<file path="config.mk">
export PLATFORM = sky130hd
export DESIGN_NAME = sm_addsub_pipe
export DESIGN_NICKNAME = d
export VERILOG_FILES = /design/src/rtl/sm_pkg.sv /design/src/rtl/sm_mag_cmp.sv /design/src/rtl/sm_addsub_pipe.sv
export SDC_FILE = /design/constraint.sdc
export NUM_CORES = 1
export LEC_CHECK = 0
export ABC_AREA = 1
export CORE_MARGIN = 4
export CORE_UTILIZATION = 32
export CTS_CLUSTER_DIAMETER = 100
export CTS_CLUSTER_SIZE = 12
export DETAILED_ROUTE_END_ITERATION = 10
export PLACE_DENSITY_LB_ADDON = 0.2
export SYNTH_ARGS = -nofsm -noshare
export SYNTH_HDL_FRONTEND = slang
export SYNTH_SLANG_ARGS = --single-unit
</file>
<file path="constraint.sdc">
create_clock -name clk -period 6.5 [get_ports clk]
set_input_delay 0.65 -clock clk [delete_from_list [all_inputs] [get_ports clk]]
set_output_delay 0.65 -clock clk [all_outputs]
set_load 0.005 [all_outputs]
</file>
<file path="src/rtl/sm_pkg.sv">
// Shared constants and helpers for the pipelined sign-magnitude adder/subtractor.
// Payload structs depend on WIDTH/TAG_W, so they are declared inside the top module.
package sm_pkg;

  localparam logic SYM_ADD = 1'b0;
  localparam logic SYM_SUB = 1'b1;

  // An effective subtract happens when A and the effective sign of B differ.
  function automatic logic eff_sub(input logic sign_a, input logic sign_b, input logic symbol);
    return sign_a ^ (sign_b ^ (symbol == SYM_SUB));
  endfunction

endpackage

</file>
<file path="src/rtl/sm_mag_cmp.sv">
// Magnitude comparator with swap: the larger operand is always presented first.
module sm_mag_cmp #(
  parameter int WIDTH = 24
) (
  input  logic [WIDTH-1:0] a,
  input  logic [WIDTH-1:0] b,
  output logic             ge,
  output logic             eq,
  output logic [WIDTH-1:0] big_mag,
  output logic [WIDTH-1:0] small_mag
);

  always_comb begin
    ge        = (a >= b);
    eq        = (a == b);
    big_mag   = ge ? a : b;
    small_mag = ge ? b : a;
  end

endmodule

</file>
<file path="src/rtl/sm_addsub_pipe.sv">
// Three-stage sign-magnitude adder/subtractor with valid/ready flow control.
// S1 resolves signs and orders operands, S2 does the add/subtract, S3 drives the outputs.
module sm_addsub_pipe
  import sm_pkg::*;
#(
  parameter int WIDTH = 24,
  parameter int TAG_W = 4
) (
  input  logic             clk,
  input  logic             rst,
  input  logic             in_valid,
  output logic             in_ready,
  input  logic [WIDTH-1:0] a,
  input  logic [WIDTH-1:0] b,
  input  logic             sign_a,
  input  logic             sign_b,
  input  logic             symbol,
  input  logic [TAG_W-1:0] in_tag,
  output logic             out_valid,
  input  logic             out_ready,
  output logic [WIDTH:0]   out,
  output logic             sign_out,
  output logic             zero,
  output logic             carry,
  output logic [TAG_W-1:0] out_tag
);

  typedef struct packed {
    logic             sub;
    logic             sign;
    logic [WIDTH-1:0] big_mag;
    logic [WIDTH-1:0] small_mag;
    logic [TAG_W-1:0] tag;
  } s1_t;

  typedef struct packed {
    logic             sign;
    logic [WIDTH:0]   sum;
    logic [TAG_W-1:0] tag;
  } s2_t;

  logic             v1, v2;
  logic             ld1, ld2, ld3;
  s1_t              s1_d, s1_q;
  s2_t              s2_d, s2_q;
  logic             ge, eq;
  logic [WIDTH-1:0] big_mag, small_mag;

  // Each stage refills whenever it is empty or its successor is taking its beat.
  assign ld3      = !out_valid || out_ready;
  assign ld2      = !v2 || ld3;
  assign ld1      = !v1 || ld2;
  assign in_ready = ld1;

  sm_mag_cmp #(.WIDTH(WIDTH)) u_cmp (
    .a         (a),
    .b         (b),
    .ge        (ge),
    .eq        (eq),
    .big_mag   (big_mag),
    .small_mag (small_mag)
  );

  // A zero difference is forced to +0; otherwise the larger magnitude's sign wins.
  always_comb begin
    s1_d           = '0;
    s1_d.sub       = eff_sub(sign_a, sign_b, symbol);
    s1_d.big_mag   = big_mag;
    s1_d.small_mag = small_mag;
    s1_d.tag       = in_tag;
    if (!s1_d.sub)
      s1_d.sign = sign_a;
    else if (eq)
      s1_d.sign = 1'b0;
    else
      s1_d.sign = ge ? sign_a : (sign_b ^ symbol);
  end

  always_comb begin
    s2_d      = '0;
    s2_d.sign = s1_q.sign;
    s2_d.tag  = s1_q.tag;
    if (s1_q.sub)
      s2_d.sum = {1'b0, s1_q.big_mag} - {1'b0, s1_q.small_mag};
    else
      s2_d.sum = {1'b0, s1_q.big_mag} + {1'b0, s1_q.small_mag};
  end

  always_ff @(posedge clk or posedge rst) begin
    if (rst) begin
      v1        <= 1'b0;
      v2        <= 1'b0;
      out_valid <= 1'b0;
      s1_q      <= '0;
      s2_q      <= '0;
      out       <= '0;
      sign_out  <= 1'b0;
      zero      <= 1'b0;
      carry     <= 1'b0;
      out_tag   <= '0;
    end else begin
      if (ld1) begin
        v1 <= in_valid;
        if (in_valid)
          s1_q <= s1_d;
      end
      if (ld2) begin
        v2 <= v1;
        if (v1)
          s2_q <= s2_d;
      end
      if (ld3) begin
        out_valid <= v2;
        if (v2) begin
          out      <= s2_q.sum;
          sign_out <= s2_q.sign;
          zero     <= (s2_q.sum == '0);
          carry    <= s2_q.sum[WIDTH];
          out_tag  <= s2_q.tag;
        end
      end
    end
  end

endmodule
</file>
Word-level counts from Yosys, hierarchy flattened:

Index checks and enable logic that the tools add are counted.

* register bits: 119
* bits of input ports: 59
* output and inout port bits: 34
* logic and storage cells: 38

* $add $sub $neg: 2
* order comparisons: 1
* equal/unequal tests: 1
* muxes and demuxes: 6
* bitwise operators: 2
* reductions and logical operators: 10

Operator list (number)
* $mux 24: 2
* $add 24x24->25: 1
* $logic_not 25->1: 1
* $mux 25: 1
* $sub 24x24->25: 1
* $eq 24x24->1: 1
* $ge 24x24->1: 1
* $reduce_and 2->1: 3
* $logic_not 1->1: 3
* $logic_or 1x1->1: 3
* $mux 1: 3
* $xor 1x1->1: 2

Logic depth before layout (Yosys ltp):

Gate-level depths: netlist of the first run.

* word-level depth: 5
* gate-level depth with buffers: 20
* gate-level depth less buffers: 20

Modules after synthesis:

From an unflattened synthesis of the first run, not the netlist that was laid out.

* cells, all modules: 1268
* area total of the unflattened synthesis: 8516.9 µm²

By module, submodules not included
* sm_addsub_pipe: times used 1, cells each 983, area an instance 7003.0 µm², sequential area each 2952.8 µm²
* sm_mag_cmp: times used 1, cells each 285, area an instance 1514.0 µm², sequential area each 0.0 µm²

Worst setup path after synthesis of the first run:

No wires, ideal clock.

* path kind: reg2reg
* start: register s1_q[4] in the netlist's numbering
* end: register s2_q[27] in the netlist's numbering
* library setup time: 117 ps
* data arrival time: 2534 ps
* required time: 6383 ps
* setup slack: 3849 ps
* stages on the path, launching flop included: 20
* path buffers: 0
* period minus slack after synthesis: 2651 ps
* cells stage by stage: dfrtp_1 > inv_1 > ha_1 > nand3_2 > nor2_2 > nand3_1 > nor2_1 > nand2_1 > o21ai_1 > xor2_1 > ha_1 > nand2_1 > inv_1 > nand2_1 > nor3_1 > nand3_1 > nand3_1 > nand2_1 > nand3_1 > nand2_1

* longest elaborated chain between the ends: 2
* elaborated cells between the ends (all ways): 3
* those cells by class: add/sub (2); mux (1)

RTL lines
* start, declared: line sm_addsub_pipe.sv:44 `s1_t s1_d, s1_q;`
* start signal, assigned: line sm_addsub_pipe.sv:94 `s1_q <= '0;`
* start signal, assigned: line sm_addsub_pipe.sv:105 `s1_q <= s1_d;`
* $add 24x24->25 or $sub 24x24->25 (tied branches): line sm_addsub_pipe.sv:86, sm_addsub_pipe.sv:84
* $mux 25 *: line sm_addsub_pipe.sv:83 `if (s1_q.sub)`
* end signal, assigned: line sm_addsub_pipe.sv:95 `s2_q <= '0;`
* end signal, assigned: line sm_addsub_pipe.sv:110 `s2_q <= s2_d;`
* end, declared: line sm_addsub_pipe.sv:45 `s2_t s2_d, s2_q;`

Mark *: on every way between the ends. The rest lies on a longest branch, timed or not.
A chain may end at the register's enable or synchronous reset.

Worst setup path in the final report of the first run:

* start: register s1_q[53] in the netlist's numbering
* end: register s2_q[23] in the netlist's numbering

* longest elaborated chain between the ends: 1

RTL lines (line)
* $mux 25: sm_addsub_pipe.sv:83

No other way between the ends.

==> impl_metrics.env, run 1 <==
export IMPL_io_buffers=92
export IMPL_period_needed_ns=3.48
export IMPL_h_tree_depth=4
export IMPL_rr_endpoint="s2_q[23]"
export IMPL_cpLargestDelayFamily="simple AND/OR/NAND/NOR gates"
export IMPL_fin_tns_setup_ns=0
export IMPL_powerDensity_nw_per_um2=378
export IMPL_power_leakage_nw=5.21
export IMPL_dpl_cell_area_sq_um=9340
export IMPL_final_nets=1387
export IMPL_maxCapViolations=0
export IMPL_clockBufferDepth=2
export IMPL_synth_flop_cell="dfrtp_1"
export IMPL_synth_avg_cell_area_sq_um=6.77
export IMPL_wl_per_cell_um=12.8
export IMPL_nFillCells=2715
export IMPL_slew_viol_final=0
export IMPL_boundaryPins=93
export IMPL_internal_power_mw=2.21
export IMPL_drc=0
export IMPL_regToRegStartpoint="s1_q[53]"
export IMPL_criticalPathCategory="flip-flop to flip-flop"
export IMPL_die_area_sq_um=28100
export IMPL_drt_iter0_markers=450
export IMPL_grt_pass1_vias=7010
export IMPL_r2r_setup_slack_ns=3.02
export IMPL_yosys_cell_types_count=36
export IMPL_grt_pass1_wl_mm=34.9
export IMPL_path_depth=17
export IMPL_post_cts_resized=0
export IMPL_arrival_ns=3.78
export IMPL_num_rows=58
export IMPL_postRouteAntennaNets=0
export IMPL_post_route_period_util_pct=53.6
export IMPL_crit_top_cell="nand2_1"
export IMPL_p_sw_mw=1.54
export IMPL_setup_viol=0
export IMPL_post_cts_buffers=0
export IMPL_yosysSeqAreaShare_pct=36.1
export IMPL_vdd_ir_drop_max_uv=233
export IMPL_grt_max_degree=70
export IMPL_max_stage_delay_ns=0.71
export IMPL_die_w_um=168
export IMPL_async_reset_ff_share_pct=100
export IMPL_synth_area_sq_um=8170
export IMPL_firstDrtPassIters=5
export IMPL_syn2layout_area_growth_pct=21.3
export IMPL_ys_ff_latch=118
export IMPL_tritoncts="built"
export IMPL_routabilityCongestion=0.825
export IMPL_antennaDiodeCount=0
export IMPL_crit_end="s2_q[23]"
export IMPL_cts_inserted_buffers=17
export IMPL_rsz0062_at_grt="false"
export IMPL_hold_start="s1_q[2]"
export IMPL_coreArea_sq_um=25200
export IMPL_max_slew_margin_pct=31.3
export IMPL_startpoint="s1_q[53]"
export IMPL_hold_viol=0
export IMPL_power_frac_seq_pct=31.3
export IMPL_cp_required_ns=6.80
export IMPL_synth_edf_count=0
export IMPL_cp_end_kind="flip-flop"
export IMPL_max_clock_freq_mhz=287
export IMPL_final_layout_size_suffix_gt1_share_pct=4.34
export IMPL_finalWirelength_mm=20.7
export IMPL_syn_inst=1206
export IMPL_path_buf_inv=2
export IMPL_path_max_fanout=16
export IMPL_reg2regPathDepth=17
export IMPL_power_switching_share_pct=41.1
export IMPL_die_height_um=168
export IMPL_pwr_share_comb_pct=44.9
export IMPL_clock_sinks=118
export IMPL_start_kind="flip-flop"
export IMPL_vias_per_cell=4.64
export IMPL_path_clk_slew_ns=0.06
export IMPL_ys_warn_count=0
export IMPL_grt_util_all_layers_pct=14.8
export IMPL_final_area_sq_um=9910
export IMPL_hold_class="flip-flop to flip-flop"
export IMPL_grt_ovfl_total=0
export IMPL_clock_latency_ns=0.42
export IMPL_cp_cell_sequence="inv_1, nand2_1, nand2_1, nor2_1, o21ai_2, nor2_1, xor2_1, ha_1, nand2_1, inv_1, nand2_1, nor2_1, nand4_1, nand3_1, nand2_1, nand3_1, nand2_1"
export IMPL_clkPwrFrac_pct=23.8
export IMPL_root_buffer="clkbuf_16"
export IMPL_synth_fp_nets=1315
export IMPL_tightest_slew_ns=1.03
export IMPL_start_util_pct=32.4
export IMPL_ctsHoldBuffers=0
export IMPL_status="complete, no violations"
export IMPL_antenna_found_initial=0
export IMPL_dr_total_vias=7526
export IMPL_dp_hpwl_mm=15.8
export IMPL_cpMaxStageDelayCell="dfrtp_1"
export IMPL_finClkSkew_ns=0.00749
==> flip-flops by register name (all words and copies together) (netlist names) <==
name and flops:
out 25, out_tag 4, out_valid 1, s1_q 54
s2_q 30, sign_out 1, v1 1, v2 1
zero 1
==> tightest hold or removal path, stage by stage (launching register included) <==
cell     delay [ns]
dfrtp_1        0.34
nand2_1        0.05
nand2_1        0.04
==> how the worst min path moves through the flow <==
stage | slack (ns) | cells past startpoint | to
5_1_grt | 0.48 | 2 | out_tag[2]
2_1_floorplan | 0.44 | 2 | out_tag[0]
3_5_place_dp | 0.46 | 2 | out_tag[0]
3_3_place_gp | 0.45 | 2 | out_tag[0]
6_report | 0.47 | 2 | s2_q[2]
4_1_cts | 0.47 | 2 | s2_q[2]
==> cells in the mapped netlist, types with 4 or more instances <==
library cell | n | area, sq um
nand2_1 | 464 | 1740
inv_1 | 160 | 601
dfrtp_1 | 118 | 2950
nand3_1 | 86 | 430
nor2_1 | 72 | 270
nand4_1 | 63 | 394
ha_1 | 49 | 613
o21ai_0 | 42 | 210
a21oi_1 | 29 | 145
clkbuf_1 | 18 | 67.6
xor2_1 | 18 | 158
buf_2 | 16 | 80.1
xnor2_1 | 13 | 114
nor4_1 | 8 | 50.1
buf_1 | 7 | 26.3
inv_2 | 5 | 18.8
nand2_2 | 4 | 25.0
nor3_1 | 4 | 20.0
==> stage by stage <==
step / cells / hold slack (ns) / utilization, % / power (mW) / setup slack, ns
2_1_floorplan: 1206 / 0.442 / - / 2.31 / 2.72
3_3_place_gp: 1589 / 0.453 / 37.1 / 2.86 / 2.66
3_5_place_dp: 1589 / 0.455 / 37.1 / 2.87 / 2.65
4_1_cts: 1621 / 0.469 / 39.3 / 3.79 / 3.01
5_1_grt: 1621 / 0.480 / 39.3 / 4.10 / 2.70
6_report: 1621 / 0.466 / 39.3 / 3.75 / 3.02
==> placed cells by master, fill, tap and decap left out, types with 2 or more instances in the layout <==
cell type        instances
nand2_1                463
inv_1                  159
dfrtp_1                118
clkdlybuf4s50_1         92
nand3_1                 86
nor2_1                  72
nand4_1                 63
ha_1                    49
o21ai_0                 42
a21oi_1                 29
xor2_1                  18
clkbuf_16               17
xnor2_1                 13
nor4_1                   8
buf_4                    6
inv_2                    5
nand2_2                  5
clkinv_4                 5
nor3_1                   4
clkinvlp_4               4
nand3b_1                 3
nor2_2                   3
a21o_1                   3
o22ai_1                  3
nand3_2                  2
o21ai_1                  2
inv_6                    2
==> cell families (layout without fill, tap and decap cells) <==
group	count (synthesis)	in the layout	synth area share [%]
DFF	118	118	36.1
xor gates and xnor gates	31	31	3.32
AOI/OAI and AO/OA	84	84	5.47
and+or+nand+nor	712	712	37.1
buffers and inverters	211	296	10.3
adders and majority gates	50	50	7.75
==> power groups by stage <==
stage,logic [mW],clock network [mW],registers (mW)
4_1_cts,1.70,0.917,1.17
3_5_place_dp,1.69,0,1.18
6_report,1.68,0.892,1.17
5_1_grt,1.95,0.952,1.21
2_1_floorplan,1.17,0,1.14
3_3_place_gp,1.68,0,1.18
==> per-layer routing <==
metal / wire, um / part of all wire [%] / GRT usage, % / up-vias
met1: 11100 / 54 / 22.6 / 3352
met5: 0 / 0 / 0 / -
met4: 232 / 1.1 / 4.09 / 0
li1: - / - / - / 3994
met3: 796 / 3.8 / 2.16 / 18
met2: 8550 / 41 / 21.9 / 162
==> layout make-up <==
| cell class | instances | area, sq um | area share (%) |
|---|---|---|---|
| multi-input combinational | 877 | 4380 | 44.2 |
| sequential | 118 | 2950 | 29.8 |
| timing repair buffer | 98 | 966 | 9.75 |
| inverter | 166 | 626 | 6.31 |
| clock buffer | 19 | 443 | 4.47 |
| tap | 330 | 413 | 4.17 |
| clock inverter | 13 | 126 | 1.28 |
Note: power is estimated with default switching activity, not from simulation.
==> run 2, diff against run 1 <==
==> constraint.sdc (replaced) <==
create_clock -name clk -period 2.9 [get_ports clk]
set_input_delay 0.29 -clock clk [delete_from_list [all_inputs] [get_ports clk]]
set_output_delay 0.29 -clock clk [all_outputs]
set_load 0.005 [all_outputs]
==> impl_metrics.env, run 2 (synthesized netlist as in run 1, its figures left out) <==
export IMPL_grt_max_degree=57
export IMPL_reg2regPathDepth=16
export IMPL_h_tree_depth=4
export IMPL_finalWirelength_mm=21.5
export IMPL_io_buffers=92
export IMPL_maxCapViolations=0
export IMPL_post_route_util_pct=41.2
export IMPL_wl_per_cell_um=13.0
export IMPL_finClkSkew_ns=0.0153
export IMPL_grt_ovfl_total=0
export IMPL_antenna_found_initial=0
export IMPL_final_common_cell="nand2_1"
export IMPL_criticalPathCategory="flip-flop to flip-flop"
export IMPL_rr_endpoint="s2_q[25]"
export IMPL_regToRegStartpoint="s1_q[5]"
export IMPL_r2r_setup_slack_ns=0.16
export IMPL_antennaDiodeCount=0
export IMPL_slew_viol_final=0
export IMPL_grt_pass1_wl_mm=35.7
export IMPL_cts_inserted_buffers=17
export IMPL_grt_pass1_vias=7095
export IMPL_max_slew_margin_pct=59.4
export IMPL_clock_latency_ns=0.42
export IMPL_die_height_um=168
export IMPL_dr_total_vias=7664
export IMPL_start_util_pct=32.4
export IMPL_max_clock_freq_mhz=364
export IMPL_postRouteAntennaNets=0
export IMPL_tightest_slew_ns=0.608
export IMPL_path_max_fanout=5
export IMPL_start_kind="flip-flop"
export IMPL_final_layout_size_suffix_gt1_share_pct=9.70
export IMPL_hold_class="primary input to asynchronous set/reset pin"
export IMPL_drc=0
export IMPL_post_place_ws_ns=-0.0173
export IMPL_die_w_um=168
export IMPL_dp_hpwl_mm=16.7
export IMPL_vdd_ir_drop_max_uv=534
export IMPL_cp_end_kind="flip-flop"
export IMPL_powerDensity_nw_per_um2=854
export IMPL_ctsHoldBuffers=0
export IMPL_period_needed_ns=2.74
export IMPL_vias_per_cell=4.65
export IMPL_grt_util_all_layers_pct=15.3
export IMPL_top_regs="s1_q x54, s2_q x30, out x25"
export IMPL_syn2layout_area_growth_pct=27.1
export IMPL_die_area_sq_um=28100
export IMPL_timing_final_ws_setup_ns=0.156
export IMPL_setup_viol=0
export IMPL_top_register="s1_q"
export IMPL_boundaryPins=93
export IMPL_tritoncts="built"
export IMPL_drt_iter0_markers=459
export IMPL_root_buffer="clkbuf_16"
export IMPL_post_route_period_util_pct=94.6
export IMPL_final_nets=1416
export IMPL_coreArea_sq_um=25200
export IMPL_nFillCells=2673
export IMPL_firstDrtPassIters=5
export IMPL_power_leakage_nw=5.39
export IMPL_largest_reg_flops=54
export IMPL_clockBufferDepth=2
export IMPL_arrival_ns=3.05
export IMPL_cp_required_ns=3.21
export IMPL_num_rows=58
export IMPL_status="complete, no violations"
export IMPL_routabilityCongestion=0.846
export IMPL_power_total_mw=8.87
export IMPL_rsz0062_at_grt="true"
export IMPL_path_clk_slew_ns=0.06
export IMPL_most_common_layout_cells="nand2_1 (454), inv_1 (159), dfrtp_1 (118), clkdlybuf4s50_1 (92), nand3_1 (84)"
export IMPL_hold_viol=0
export IMPL_clock_sinks=118
==> run 2: cell count changes in the layout (fill, tap and decap cells not counted), moves of 6 or more <==
cell and delta:
a21oi_1 -7, ha_1 -10, nor2_1 -9, buf_4 +25, ha_2 +8, nor2_2 +6
nand2_1 -9, a21oi_2 +6, nand2_2 +9
==> run 2: how the worst max path moves through the flow <==
stage	from	end	slack (ns)	depth (start not counted)
after CTS	s1_q[5]	s2_q[26]	0.006	18
after detailed placement	s1_q[5]	s2_q[27]	-0.02	19
after global placement	s1_q[5]	s2_q[22]	0.04	19
after floorplan	s1_q[4]	s2_q[27]	0.25	19
after global routing	s1_q[5]	s2_q[19]	-0.03	18
final	s1_q[5]	s2_q[25]	0.16	16
==> run 2: timing repair <==
item	CTS	global route
gates cloned	0	0
setup buffers	1	2
pin swaps	1	13
setup endpoints to repair	2	14
gates resized for setup	1	55
hold endpoints to repair	0	0
==> run 2: metrics by stage <==
stage,TNS (ns),std cells,hold WS (ns),area (sq um)
floorplan,0,1206,0.400,8170
global placement,0,1615,0.459,9580
detailed placement,-0.0173,1615,0.462,9580
CTS,0,1647,0.306,10200
global route,-0.172,1649,0.355,10400
finish,0,1649,0.296,10400
==> run 2: critical path, cell delays in order (launching register included) <==
cell and delay (ns):
dfrtp_1 0.38, inv_1 0.11, ha_4 0.16, nand3_4 0.10
nor2_4 0.13, nand3_4 0.10, nor2_4 0.11, nand2_2 0.08
nand2_1 0.08, xor2_1 0.16, ha_2 0.33, a21oi_1 0.20
o21ai_0 0.19, a21oi_1 0.23, nand4_1 0.12, nand3_1 0.10
nand2_1 0.05
==> run 2: final cells by class <==
class / count / area (sq um) / share of cell area (%)
clock inverter: 14 / 153 / 1.47
multi-input combinational: 877 / 4580 / 44.1
inverter: 166 / 627 / 6.04
sequential: 118 / 2950 / 28.4
timing repair buffer: 127 / 1230 / 11.9
tap: 330 / 413 / 3.98
clock buffer: 17 / 425 / 4.10
==> run 2: where the power goes <==
part	internal (mW)	leakage (nW)	switching, mW
registers	2.20	1.44	0.408
logic	1.75	3.67	2.45
clock network	1.26	0.272	0.799
==> run 2: routing by layer <==
layer / wire [um] / vias to the layer above / track usage, %
met2: 9120 / 154 / 22.9
met5: 0 / - / 0
met3: 805 / 24 / 2.28
met4: 265 / 0 / 3.78
li1: - / 4037 / -
met1: 11300 / 3449 / 23.2
